[src/rtl/hazard_ctrl.sv]
// Scoreboard hazard controller for the 5-stage pipeline: tracks in-flight register writes
// and stalls IF/ID while a decoding instruction's sources are not ready. `HAZ_FWD_EN` enables forwarding-aware readiness.
module hazard_ctrl #(
  parameter int unsigned WB_DIST = 3,
  parameter int unsigned CNT_W   = 2
) (
  input  logic        clock,
  input  logic        reset,
  input  logic        id_valid,
  input  logic [4:0]  id_addra,
  input  logic [4:0]  id_addrb,
  input  logic        id_usea,
  input  logic        id_useb,
  input  logic        id_isbranch,
  input  logic        id_writereg,
  input  logic [4:0]  id_regdest,
  input  logic        id_readmem,
  input  logic        pipe_freeze,
  output logic        hz_if_hold,
  output logic        hz_ex_bubble,
  output logic [15:0] hz_stallcnt
);

  localparam int unsigned NREG   = 32;
  localparam int unsigned SCNT_W = 16;

  logic [CNT_W-1:0]  cnt_q [NREG];
  logic [CNT_W-1:0]  cnt_d [NREG];
  logic              ld_q  [NREG];
  logic              ld_d  [NREG];
  logic [SCNT_W-1:0] stallcnt_q;
  logic [SCNT_W-1:0] stallcnt_d;

  logic [CNT_W-1:0]  cnt_a_c;
  logic [CNT_W-1:0]  cnt_b_c;
  logic              busy_a_c;
  logic              busy_b_c;
  logic              stall_c;
  logic              issue_c;

  assign cnt_a_c = cnt_q[id_addra];
  assign cnt_b_c = cnt_q[id_addrb];

`ifdef HAZ_FWD_EN
  logic ld_a_c;
  logic ld_b_c;

  assign ld_a_c = ld_q[id_addra];
  assign ld_b_c = ld_q[id_addrb];

  // Readiness once EX/MEM forwarding exists; branches compare in ID so need values earlier.
  function automatic logic fwd_busy(input logic [CNT_W-1:0] c, input logic ld, input logic br);
    if (br && ld) begin
      return c >= CNT_W'(WB_DIST - 1);
    end else if (br || ld) begin
      return c == CNT_W'(WB_DIST);
    end else begin
      return 1'b0;
    end
  endfunction

  assign busy_a_c = id_usea && (id_addra != 5'd0) && fwd_busy(cnt_a_c, ld_a_c, id_isbranch);
  assign busy_b_c = id_useb && (id_addrb != 5'd0) && fwd_busy(cnt_b_c, ld_b_c, id_isbranch);
`else
  logic unused_isbranch;

  assign unused_isbranch = id_isbranch;
  assign busy_a_c = id_usea && (id_addra != 5'd0) && (cnt_a_c != '0);
  assign busy_b_c = id_useb && (id_addrb != 5'd0) && (cnt_b_c != '0);
`endif

  assign stall_c      = id_valid && (busy_a_c || busy_b_c);
  assign hz_if_hold   = stall_c || pipe_freeze;
  assign hz_ex_bubble = stall_c && !pipe_freeze;
  assign issue_c      = id_valid && !hz_if_hold;
  assign hz_stallcnt  = stallcnt_q;

  // Countdown per entry; a new writer's load wins over the decrement of the same entry.
  always_comb begin
    for (int r = 0; r < NREG; r++) begin
      cnt_d[r] = cnt_q[r];
      ld_d[r]  = ld_q[r];
    end
    if (!pipe_freeze) begin
      for (int r = 1; r < NREG; r++) begin
        if (cnt_q[r] != '0) begin
          cnt_d[r] = cnt_q[r] - CNT_W'(1);
        end
      end
      if (issue_c && id_writereg && (id_regdest != 5'd0)) begin
        cnt_d[id_regdest] = CNT_W'(WB_DIST);
        ld_d[id_regdest]  = id_readmem;
      end
    end
    cnt_d[0] = '0;
    ld_d[0]  = 1'b0;
  end

  always_comb begin
    stallcnt_d = stallcnt_q;
    if (hz_ex_bubble && (stallcnt_q != '1)) begin
      stallcnt_d = stallcnt_q + SCNT_W'(1);
    end
  end

  always_ff @(posedge clock or negedge reset) begin
    if (!reset) begin
      for (int r = 0; r < NREG; r++) begin
        cnt_q[r] <= '0;
        ld_q[r]  <= 1'b0;
      end
      stallcnt_q <= '0;
    end else begin
      for (int r = 0; r < NREG; r++) begin
        cnt_q[r] <= cnt_d[r];
        ld_q[r]  <= ld_d[r];
      end
      stallcnt_q <= stallcnt_d;
    end
  end

endmodule

[config.mk]
export PLATFORM = sky130hd
export DESIGN_NAME = hazard_ctrl
export DESIGN_NICKNAME = d
export VERILOG_FILES = /design/src/rtl/hazard_ctrl.sv
export SDC_FILE = /design/constraint.sdc
export NUM_CORES = 1
export LEC_CHECK = 0
export CAP_MARGIN = 15
export CORE_AREA = 8 8 102 104
export DETAILED_ROUTE_END_ITERATION = 10
export DIE_AREA = 0 0 110 112
export PLACE_DENSITY = 0.68
export SLEW_MARGIN = 20
export SYNTH_ARGS = -nofsm -noshare
export SYNTH_HDL_FRONTEND = slang
export SYNTH_SLANG_ARGS = --single-unit
[constraint.sdc]
create_clock -name clock -period 7.4 [get_ports clock]
set_clock_uncertainty 0.05 [all_clocks]
set_input_delay 1.48 -clock clock [delete_from_list [all_inputs] [get_ports clock]]
set_output_delay 1.48 -clock clock [all_outputs]
set_load 0.05 [all_outputs]
# After elaboration in Yosys (flattened, before gate mapping)
# Index checks and enable logic that the tools add are counted.
# totals
input_bits	24
mem_bits_ro	0
latchBits	0
mem_count	0
wordCells	195
ramBits	0
regBits	78
out_inout_bits	18
# classes
shift	0
eq_ne	1
muxes	71
n_mul	0
n_lt_le_gt_ge	4
bitwise_logic	4
n_reduce_logical	51
addsub	32
div	0
# ops
op	count
2-to-1 mux 2 bit	67
nonzero test 2 bit	33
2-to-1 mux 62 bit	1
bitwise OR 62 bit	1
subtractor 2 x 1 -> 2 bit (second input constant)	31
binary-select mux 2 bit (select 5 bit)	2
greater-or-equal comparator 6 bit (second input constant)	3
inverter 5 -> 6 bit	3
adder 16 x 1 -> 16 bit (second input constant)	1
inequality test 16 bit (second input constant)	1
nonzero test 5 bit	3
logical AND 1 bit	11
demux 2 bit (select 5 bit)	1
less-than comparator 6 x 1 -> 1 bit (second input constant)	1
logical NOT 1 bit	2
logical OR 1 bit	2

# Longest topological paths before layout
# Gate-level depths: netlist of run 1.
# depth
ltp_word	14
mapped_depth	11
depth_no_buf	7

# Worst setup path after synthesis of run 1
# No wires, ideal clock.
# synth_path
path_type	input-to-output
start	input id_addrb[0]
end	output hz_if_hold
required_time_ns	5.870
t_arrival_ns	3.811
stages	9
path_buffers	3
setup_slack_ns	2.059
path_cell_list	buf_4 > inv_2 > mux4_2 > mux2_2 > a31oi_1 > a22oi_1 > buf_4 > buf_6 > o21bai_1
# synth_via
elab_chain_len	9
word_cells_on_any_way	11
cone_classes	mux: 3; bitwise: 1; reduce/logical: 7
# synth_rtl
element	line	source
start, declared	11	input logic [4:0] id_addrb,
inverter 5 -> 6 bit (not written as such)	42	assign cnt_b_c = cnt_q[id_addrb];
binary-select mux 2 bit (select 5 bit)	42	
2-to-1 mux 2 bit (not written as such) (2 in series)	42	
nonzero test 2 bit	69	assign busy_b_c = id_useb && (id_addrb != 5'd0) && (cnt_b_c != '0);
logical AND 1 bit *	69	
logical OR 1 bit *	72	assign stall_c = id_valid && (busy_a_c || busy_b_c);
logical AND 1 bit *	72	
logical OR 1 bit *	73	assign hz_if_hold = stall_c || pipe_freeze;
end, declared	19	output logic hz_if_hold,
# Mark *: on every way between the ends. The rest lies on a longest branch, timed or not. The select of a mux whose other input is x is not followed.

# Worst setup path in the final report of run 1
# layout_path
start	input id_addra[1]
end	output hz_if_hold
# layout_via
elab_chain_len	9
word_cells_on_any_way	11
cone_classes	mux: 3; bitwise: 1; reduce/logical: 7
# layout_rtl
element	line	source
start, declared	10	input logic [4:0] id_addra,
inverter 5 -> 6 bit (not written as such)	41	assign cnt_a_c = cnt_q[id_addra];
binary-select mux 2 bit (select 5 bit)	41	
2-to-1 mux 2 bit (not written as such) (2 in series)	41	
nonzero test 2 bit	68	assign busy_a_c = id_usea && (id_addra != 5'd0) && (cnt_a_c != '0);
logical AND 1 bit *	68	
logical OR 1 bit *	72	
logical AND 1 bit *	72	
logical OR 1 bit *	73	
# Marks and branches as above.

==> results of run 1 <==
through the flow:
stage               worst slack, ns  hold slack, ns  cell area (sq um)   util
floorplan                      2.06           0.440               4230      -
global placement              0.987           0.427               4650  0.523
detailed placement             1.00           0.428               4650  0.523
CTS                           0.998           0.444               4860  0.547
global route                  0.703           0.470               4870  0.548
finish                        0.995           0.439               4870  0.548
layer usage:
metal / share of wire / routed length [um] / GRT usage / vias to the layer above
met5: 0 / 0 / 0 / -
met4: 0.012 / 116 / 0.0459 / 0
met3: 0.047 / 474 / 0.0399 / 10
met2: 0.48 / 4860 / 0.262 / 56
met1: 0.46 / 4580 / 0.225 / 1718
li1: - / - / - / 1697
synthesized netlist by cell type (all sizes together), types with 2 or more instances:
library cell  instances
dfrtp                78
nor2b                 2
inv                  11
nand2b                3
mux2                  3
o31ai                30
nor3                 23
a211oi                8
mux4                  7
xnor2                 2
nand3b                4
nand4                 4
nor2                 30
a2111oi               8
clkbuf               21
a21oi                33
buf                  12
or2                   2
nor3b                33
nand2                 8
nand3                12
nor4b                 2
o21ai                68
and3                  2
xor2                 12
nor4                 10
how the worst max path moves through the flow:
stage | start | to | slack, ns | cells past startpoint
4_1_cts | id_addra[1] | hz_if_hold | 1.0 | 9
3_3_place_gp | id_addra[1] | hz_if_hold | 0.99 | 9
2_1_floorplan | id_addrb[0] | hz_if_hold | 2.06 | 9
6_report | id_addra[1] | hz_if_hold | 0.99 | 9
5_1_grt | id_addra[1] | hz_if_hold | 0.70 | 9
3_5_place_dp | id_addra[1] | hz_if_hold | 1.00 | 9
registers in the layout (all words and copies together) (netlist names):
name and cells:
cnt_q 62, hz_stallcnt 16
cells by family (layout without fill, tap and decap cells):
family	count (synthesis)	after routing	synth area share
compound gates	155	155	0.219
xor+xnor	14	14	0.0290
fa+ha+maj	1	1	0.00295
buf+inv	44	70	0.0443
flops	78	78	0.461
mux	11	11	0.0476
simple gates	138	138	0.197
cell type report:
class	count	area [sq um]	share of cell area
Inverter	11	41.3	0.00848
Sequential cell	78	1950	0.401
Clock inverter	5	82.6	0.0170
Timing Repair Buffer	43	413	0.0848
Clock buffer	11	131	0.0270
Multi-Input combinational cell	319	2110	0.433
Tap cell	111	139	0.0285
power by group:
part	total, mW	internal, mW	switching [mW]
Clock	0.348	0.192	0.157
Sequential	0.459	0.440	0.0190
Combinational	0.159	0.0529	0.106
worst reg2reg max path: cells and delay by family, from the launching register on:
kind            cells  cell delay, ns
compound gates      5            1.32
buf+inv             1            0.31
flops               1            0.41
simple gates        2            0.74
==> qor.yml, run 1 <==
outcome:
  status: "completed"
clock_tree:
  post_cts_buffers: 0
  clock_path_buffers: 2
  cts_resized: 0
  cts_hold_buf: 0
  clk_pin_slew_ns: 0.08
  cts_buffers: 9
  clkLatencyLatePin_ns: 0.35
  root_buffer: "clkbuf_8"
  cts_max_level: 3
  tritoncts: "yes"
  numClockSinks: 78
setup_path:
  arrival_ns: 4.88
  crit_fanout: 21
  crit_family: "buffers and inverters"
  cp-start-kind: "input port"
  cp_num_buf_inv: 3
  critPathKind: "in -> out"
  worstSetupEndpointType: "output pin"
  timing.rr.start: "cnt_q[36]"
  r2r-end: "cnt_q[19]"
  crit_required_ns: 5.87
  crit_chain: "clkdlybuf4s50_1, nor3_1, a2111oi_0, nor4_1, a2111oi_0, a22oi_2, buf_4, o21bai_1, clkdlybuf4s50_1"
  ff2ff_path_depth: 8
  crit_path_max_incr_delay_ns: 0.92
  critPathSlowestCell: "clkdlybuf4s50_1"
  r2r_slack_ns: 4.45
place:
  placed_cells: 562
  place.gp.congestion: 0.863
  dpl.hpwl_mm: 6.92
  port_buffers: 39
yosys:
  synth_top_area_cell: "dfrtp_1"
  yosys_most_used_dff: "dfrtp_1"
  yosysTopAreaCellShare: 0.461
  synth_nets: 466
  synthTopCellsByArea: "dfrtp_1 (46%), o21ai_0 (8.0%), nor3b_1 (5.9%)"
  syn_inst: 441
  yosysSeqAreaShare: 0.461
  ys.warnings.count: 0
  synth-edff-count: 0
  syn_area_sq_um: 4230
  ys_async_sr_fraction: 1.00
  synth.avg_cell_area_sq_um: 9.60
  yosysUniqueCellTypes: 47
  synth-seq-cells: 78
layout:
  layout-drive-gt1-share: 0.0814
  filler_cell_count: 792
  antenna_cells: 0
  final_cell_mix: "dfrtp_1 (78), o21ai_0 (68), clkdlybuf4s50_1 (37), nor3b_1 (33), a21oi_1 (33)"
  nets: 487
  final_common_cell: "dfrtp_1"
  syn2layout_area_growth_pct: 15.0
  fin_cells: 578
floorplanning:
  core_sq_um: 8890
  die_w_um: 110
  die_h_um: 112
  ios: 42
  num_rows: 35
  initial_core_util: 0.476
  dieArea_sq_um: 12300
detailed_routing:
  antenna_left: 0
  post_drt_wl_per_cell_um: 17.4
  drc_errors: 0
  first_pass_iters: 4
  routed_wl_mm: 10.0
  routed-via-count: 3481
  drt_iter0_drc: 232
  routed_via_density: 6.02
grt:
  grt_overflow: 0
  track_usage: 0.168
  grt_max_degree: 97
  grt_pass1_wl_mm: 16.6
  grt_pass1_vias: 3294
  antenna_found_initial: 0
flow_run:
  drv_cap: 0
worst_hold_path:
  hold_path_depth: 1
  min_to: "hz_stallcnt[9]"
  hp-start: "hz_stallcnt[9]"
  hold_path.class: "reg -> reg"
sta:
  max_slew_margin: 0.342
  fin_crit_ns: 6.41
  fmax_mhz: 156
  setup_tns_ns: 0
  maxSlewViolCount: 0
  hold_viol_final: 0
  rsz0062_at_grt: "no"
  fin_crit_sh: 0.866
  setup_viol: 0
  worst_pin_slew_ns: 0.988
pwr:
  ir_drop_uv: 92.4
  p_leak_nw: 1.93
  powerDensity_nw_per_um2: 198
  finalPower_mw: 0.966
(Power assumes the default switching activity.)
==> run 2: changes to the inputs <==
Settings changed: ABC_AREA set to 1, CORE_AREA 8 8 102 104 to 8 8 98 100, DIE_AREA 0 0 110 112 to 0 0 106 108, PLACE_DENSITY 0.68 to 0.8, SLEW_MARGIN 20 to not set.
==> qor.yml, run 2 <==
yosys:
  synth.avg_cell_area_sq_um: 7.22  # was 9.60 sq um
  syn_inst: 649  # was 441
  ys_async_sr_fraction: 1.00  # unchanged
  synth.most_common_cell: "nand2_1"  # was dfrtp_1
  ys.warnings.count: 0  # unchanged
  synth-edff-count: 0  # unchanged
  synth_nets: 674  # was 466
  ys_top_cells_by_count: "nand2_1 (188), nor2_1 (85), dfrtp_1 (78)"  # was dfrtp_1 (78), o21ai_0 (68), a21oi_1 (33), nor3b_1 (33)
  yosysTopAreaCellShare: 0.417  # was 0.461
  synth-seq-cells: 78  # unchanged
  synth_top_area_cell: "dfrtp_1"  # unchanged
  yosysUniqueCellTypes: 30  # was 47
  yosysSeqAreaShare: 0.417  # was 0.461
  synthTopCellsByArea: "dfrtp_1 (42%), nand2_1 (15%), o21bai_1 (7.4%)"  # was dfrtp_1 (46%), o21ai_0 (8.0%), nor3b_1 (5.9%)
  syn_area_sq_um: 4690  # was 4230 sq um
  yosys_most_used_dff: "dfrtp_1"  # unchanged
setup_path:
  crit_required_ns: 5.87  # about the same
  crit_top_cell: "nand2_1"
  crit_fanout: 11  # was 21
  worstSetupEndpointType: "output pin"  # unchanged
  ff2ff_path_depth: 11  # was 8
  critPathSlowestCell: "clkdlybuf4s50_1"  # unchanged
  crit_path_max_incr_delay_ns: 0.84  # was 0.92 ns
  crit_start: "id_addra[1]"  # unchanged
  r2r-end: "hz_stallcnt[7]"  # was cnt_q[19]
  crit_family: "buffers and inverters"  # unchanged
  critPathKind: "in -> out"  # unchanged
  cp-start-kind: "input port"  # unchanged
  timing.rr.start: "hz_stallcnt[0]"  # was cnt_q[36]
  arrival_ns: 4.39  # was 4.88 ns
  crit_chain: "clkdlybuf4s50_1, inv_2, nand2_1, nor2_1, nor2_1, nand2_1, nand3_1, nand2_1, nand2_1, nand3_1, nand2_2, nand2_4, nand2_1, clkdlybuf4s50_1"  # was clkdlybuf4s50_1, nor3_1, a2111oi_0, nor4_1, a2111oi_0, a22oi_2, buf_4, o21bai_1, clkdlybuf4s50_1
  cp_num_buf_inv: 3  # unchanged
  r2r_slack_ns: 5.01  # was 4.45 ns
sta:
  worst_pin_slew_ns: 0.959  # was 0.988 ns
  maxSlewViolCount: 0  # unchanged
  max_slew_margin: 0.361  # was 0.342
  fmax_mhz: 169  # was 156 MHz
  setup_viol: 0  # unchanged
  fin_crit_sh: 0.800  # was 0.866
  setup_tns_ns: 0  # unchanged
  rsz0062_at_grt: "no"  # unchanged
  hold_viol_final: 0  # unchanged
  fin_crit_ns: 5.92  # was 6.41 ns
place:
  place.gp.congestion: 0.964  # was 0.863
  dpl.hpwl_mm: 8.78  # was 6.92 mm
  port_buffers: 39  # unchanged
  post_dp_cell_area_sq_um: 5120  # was 4650 sq um
detailed_routing:
  first_pass_iters: 5  # was 4
  drc_errors: 0  # unchanged
  routed-via-count: 4277  # was 3,481
  antenna_left: 0  # unchanged
  post_drt_wl_per_cell_um: 15.3  # was 17.4 um
  drt_iter0_drc: 241  # was 232
  routed_wl_mm: 12.1  # was 10.0 mm
  routed_via_density: 5.39  # was 6.02
worst_hold_path:
  min_to: "cnt_q[57]"  # was hz_stallcnt[9]
  hold_path.class: "reg -> reg"  # unchanged
  hp-start: "cnt_q[57]"  # was hz_stallcnt[9]
  hold_path_depth: 2  # was 1
layout:
  syn2layout_area_growth_pct: 14.8  # was 15.0%
  nets: 708  # was 487
  final_common_cell: "nand2_1"  # was dfrtp_1
  final_cell_mix: "nand2_1 (188), nor2_1 (85), dfrtp_1 (78), inv_1 (64), nand3_1 (48)"  # was dfrtp_1 (78), o21ai_0 (68), clkdlybuf4s50_1 (37), nor3b_1 (33), a21oi_1 (33)
  antenna_cells: 0  # unchanged
  layout-drive-gt1-share: 0.0538  # was 0.0814
  finalInstanceArea_sq_um: 5380  # was 4870 sq um
  largest_reg_flops: 62  # unchanged
  fin_util: 0.668  # was 0.548
  top_register: "cnt_q"  # unchanged
clock_tree:
  cts_resized: 0  # unchanged
  cts_max_level: 3  # unchanged
  root_buffer: "clkbuf_8"  # unchanged
  clock_path_buffers: 2  # unchanged
  numClockSinks: 78  # unchanged
  cts_hold_buf: 0  # unchanged
  cts_buffers: 9  # unchanged
  clkLatencyLatePin_ns: 0.35  # about the same
  post_cts_buffers: 0  # unchanged
  clk_pin_slew_ns: 0.08  # about the same
  tritoncts: "yes"  # unchanged
grt:
  grt_pass1_wl_mm: 20.7  # was 16.6 mm
  grt_max_degree: 79  # was 97
  antenna_found_initial: 0  # unchanged
  track_usage: 0.224  # was 0.168
  grt_pass1_vias: 4282  # was 3,294
  grt_overflow: 0  # unchanged
outcome:
  status: "completed"  # unchanged
floorplanning:
  dieArea_sq_um: 11400  # was 12,300 sq um
  core_sq_um: 8050  # was 8890 sq um
  initial_core_util: 0.582  # was 0.476
  die_w_um: 106  # was 110 um
  ios: 42  # unchanged
  die_h_um: 108  # was 112 um
  num_rows: 33  # was 35
pwr:
  powerDensity_nw_per_um2: 192  # was 198 nW/um^2
  p_leak_nw: 2.63  # was 1.93 nW
  ir_drop_uv: 125  # was 92.4 uV
flow_run:
  drv_cap: 0  # unchanged
==> run 2: cell count changes in the layout (fill, tap and decap cells not counted), sizes merged, moves of 10 or more <==
cell    delta
o21bai    +45
nand3     +36
o21ai     -35
inv       +57
nand2    +185
o31ai     -30
a21oi     -10
nor3b     -27
nor2      +60
nor3      -12
==> run 2: layout make-up <==
cell class / count / area, sq um
inverters: 68 / 255
clock buffers: 11 / 151
multi-input cells: 486 / 2390
fillers: 687 / 2670
flip-flops and latches: 78 / 1950
repair buffers: 40 / 390
well taps: 105 / 131
clock inverters: 5 / 104
==> run 2: worst max path at each step <==
stage                             to  slack [ns]  cells past startpoint
after floorplan           hz_if_hold        3.02                     12
after global placement    hz_if_hold        1.50                     14
after detailed placement  hz_if_hold        1.47                     14
after CTS                 hz_if_hold        1.46                     14
after global routing      hz_if_hold        1.29                     14
final                     hz_if_hold        1.48                     14
==> run 2: metal layers <==
layer / share of wire / GRT usage
met1: 0.43 / 0.266
met2: 0.49 / 0.382
met3: 0.050 / 0.0488
met4: 0.030 / 0.106
met5: 0 / 0
==> run 2: cell families after synthesis <==
family / synth area share
buffers and inverters: 0.0726
and+or+nand+nor: 0.332
AOI/OAI and AO/OA: 0.150
xor gates and xnor gates: 0.0262
DFF: 0.417
adders and majority gates: 0.00267
==> run 2: tightest hold or removal path: stages, from the launching register on <==
cell and delay (ns):
dfrtp_1 0.35, o21ai_0 0.08, nand2_1 0.07
==> run 2: stage by stage <==
step | hold slack, ns | setup WS [ns] | cells | power (mW)
finish | 0.473 | 1.48 | 793 | 1.03
global route | 0.516 | 1.29 | 793 | 1.08
CTS | 0.475 | 1.46 | 793 | 1.04
detailed placement | 0.454 | 1.47 | 777 | 0.639
global placement | 0.441 | 1.50 | 777 | 0.636
floorplan | 0.425 | 3.02 | 649 | 0.572
==> run 2: power by group <==
group          leakage [nW]  switching [mW]  internal (mW)
Clock                 0.130           0.160          0.243
Combinational          1.41           0.124         0.0551
Sequential             1.08          0.0150          0.438
Total                  2.63           0.299          0.736
==> run 3: changes to the inputs <==
Settings changed: CORE_AREA 8 8 98 100 to 8 8 99 101, DIE_AREA 0 0 106 108 to 0 0 107 109, PLACE_DENSITY 0.8 to 0.78.
Clock period 7.4 ns to 5.9 ns, I/O delays scaled along.
==> qor.yml, run 3 (synthesis gave the netlist of run 2 again) <==
sta:
  fin_crit_ns: 5.17
  rsz0062_at_grt: "no"  # unchanged
  setup_viol: 0  # unchanged
  hold_viol_final: 0  # unchanged
  setup_tns_ns: 0  # unchanged
  max_slew_margin: 0.333  # was 0.361
  fin_crit_sh: 0.877
  worst_pin_slew_ns: 1.00  # was 0.959 ns
  whs_ns: 0.486  # was 0.473 ns
  maxSlewViolCount: 0  # unchanged
  fmax_mhz: 193
layout:
  layout-drive-gt1-share: 0.0552  # was 0.0538
  antenna_cells: 0  # unchanged
  fin_cells: 797  # was 793
  finalInstanceArea_sq_um: 5330  # was 5380 sq um
  syn2layout_area_growth_pct: 13.8  # was 14.8%
  final_cell_mix: "nand2_1 (188), nor2_1 (85), dfrtp_1 (78), inv_1 (64), nand3_1 (48)"  # unchanged
  largest_reg_flops: 62  # unchanged
  final_common_cell: "nand2_1"  # unchanged
  filler_cell_count: 758  # was 687
  top_register: "cnt_q"  # unchanged
  nets: 709  # was 708
floorplanning:
  die_h_um: 109  # was 108 um
  core_sq_um: 8380  # was 8050 sq um
  dieArea_sq_um: 11700  # was 11,400 sq um
  initial_core_util: 0.559  # was 0.582
  die_w_um: 107  # was 106 um
  ios: 42  # unchanged
  num_rows: 34  # was 33
clock_tree:
  clk_pin_slew_ns: 0.08  # about the same
  cts_buffers: 9  # unchanged
  cts_hold_buf: 0  # unchanged
  cts_max_level: 3  # unchanged
  clock_path_buffers: 2  # unchanged
  numClockSinks: 78  # unchanged
  cts_resized: 0  # unchanged
  clkLatencyLatePin_ns: 0.36  # was 0.35 ns
  post_cts_buffers: 0  # unchanged
  tritoncts: "yes"  # unchanged
  root_buffer: "clkbuf_8"  # unchanged
setup_path:
  cp-start-kind: "input port"  # unchanged
  critPathKind: "in -> out"  # unchanged
  crit_required_ns: 4.67  # was 5.87 ns
  crit_fanout: 10  # was 11
  arrival_ns: 3.94  # was 4.39 ns
  timing.rr.start: "hz_stallcnt[0]"  # unchanged
  worstSetupEndpointType: "output pin"  # unchanged
  r2r_slack_ns: 3.54  # was 5.01 ns
  r2r-end: "hz_stallcnt[11]"  # was hz_stallcnt[7]
  ff2ff_path_depth: 11  # unchanged
worst_hold_path:
  min_to: "cnt_q[43]"  # was cnt_q[57]
  hp-start: "cnt_q[43]"  # was cnt_q[57]
  hold_path_depth: 2  # unchanged
  hold_path.class: "reg -> reg"  # unchanged
detailed_routing:
  routed_wl_mm: 12.2  # was 12.1 mm
  drc_errors: 0  # unchanged
  first_pass_iters: 5  # unchanged
  antenna_left: 0  # unchanged
  post_drt_wl_per_cell_um: 15.3  # about the same
  drt_iter0_drc: 282  # was 241
  routed_via_density: 5.46  # was 5.39
  routed-via-count: 4355  # was 4,277
place:
  post_dp_cell_area_sq_um: 5130  # was 5120 sq um
  dpl.hpwl_mm: 8.95  # was 8.78 mm
  placed_cells: 781  # was 777
  port_buffers: 39  # unchanged
  place.gp.congestion: 0.945  # was 0.964
grt:
  track_usage: 0.223  # was 0.224
  grt_max_degree: 79  # unchanged
  grt_pass1_vias: 4244  # was 4,282
  grt_overflow: 0  # unchanged
  antenna_found_initial: 0  # unchanged
  grt_pass1_wl_mm: 20.7  # about the same
pwr:
  ir_drop_uv: 135  # was 125 uV
  p_leak_nw: 2.59  # was 2.63 nW
  powerDensity_nw_per_um2: 225  # was 192 nW/um^2
flow_run:
  drv_cap: 0  # unchanged
outcome:
  status: "completed"  # unchanged
run 3: metrics by stage:
stage | power [mW] | worst slack, ns | utilization
after floorplan | 0.717 | 2.12 | -
after global placement | 0.798 | 0.779 | 0.613
after detailed placement | 0.802 | 0.795 | 0.613
after CTS | 1.20 | 0.778 | 0.636
after global routing | 1.25 | 0.588 | 0.636
final | 1.20 | 0.728 | 0.636
run 3: how the worst max path moves through the flow:
stage	start	end	slack, ns	cells after the start
3_3_place_gp	id_addra[0]	hz_if_hold	0.78	14
4_1_cts	id_addrb[1]	hz_if_hold	0.78	15
3_5_place_dp	id_addra[0]	hz_if_hold	0.79	14
6_report	id_addra[0]	hz_if_hold	0.73	14
2_1_floorplan	id_addra[1]	hz_if_hold	2.12	12
5_1_grt	id_addra[0]	hz_if_hold	0.59	14
run 3: layout make-up:
type / count / area (sq um) / area share
clock buffer: 9 / 124 / 0.0232
clock inverter: 7 / 75.1 / 0.0141
inverter: 68 / 255 / 0.0479
multi-input combinational: 486 / 2390 / 0.449
sequential: 78 / 1950 / 0.366
tap: 108 / 135 / 0.0253
timing repair buffer: 41 / 398 / 0.0746
run 3: report_power, final:
part           switching (mW)  total, mW  internal (mW)
Combinational           0.156      0.225         0.0695
Clock                   0.212      0.407          0.196
Sequential             0.0179      0.567          0.549
run 3: per-layer routing:
metal / up-vias / GRT usage / wire length, um
met1: 2056 / 0.273 / 5390
met3: 30 / 0.0319 / 585
met4: 0 / 0.127 / 508
met2: 107 / 0.370 / 5740
li1: 2162 / - / -
met5: - / 0 / 0
run 3: worst max-delay path, cell delays in order:
cell             delay, ns
clkdlybuf4s50_1       0.62
inv_2                 0.19
nor2_4                0.20
o21ai_1               0.10
nand3_1               0.10
nand2_1               0.06
nand3_1               0.07
nand2_1               0.07
nand2_1               0.06
nand3_1               0.07
nand2_2               0.12
nand2_4               0.13
nand2_1               0.16
clkdlybuf4s50_1       0.82
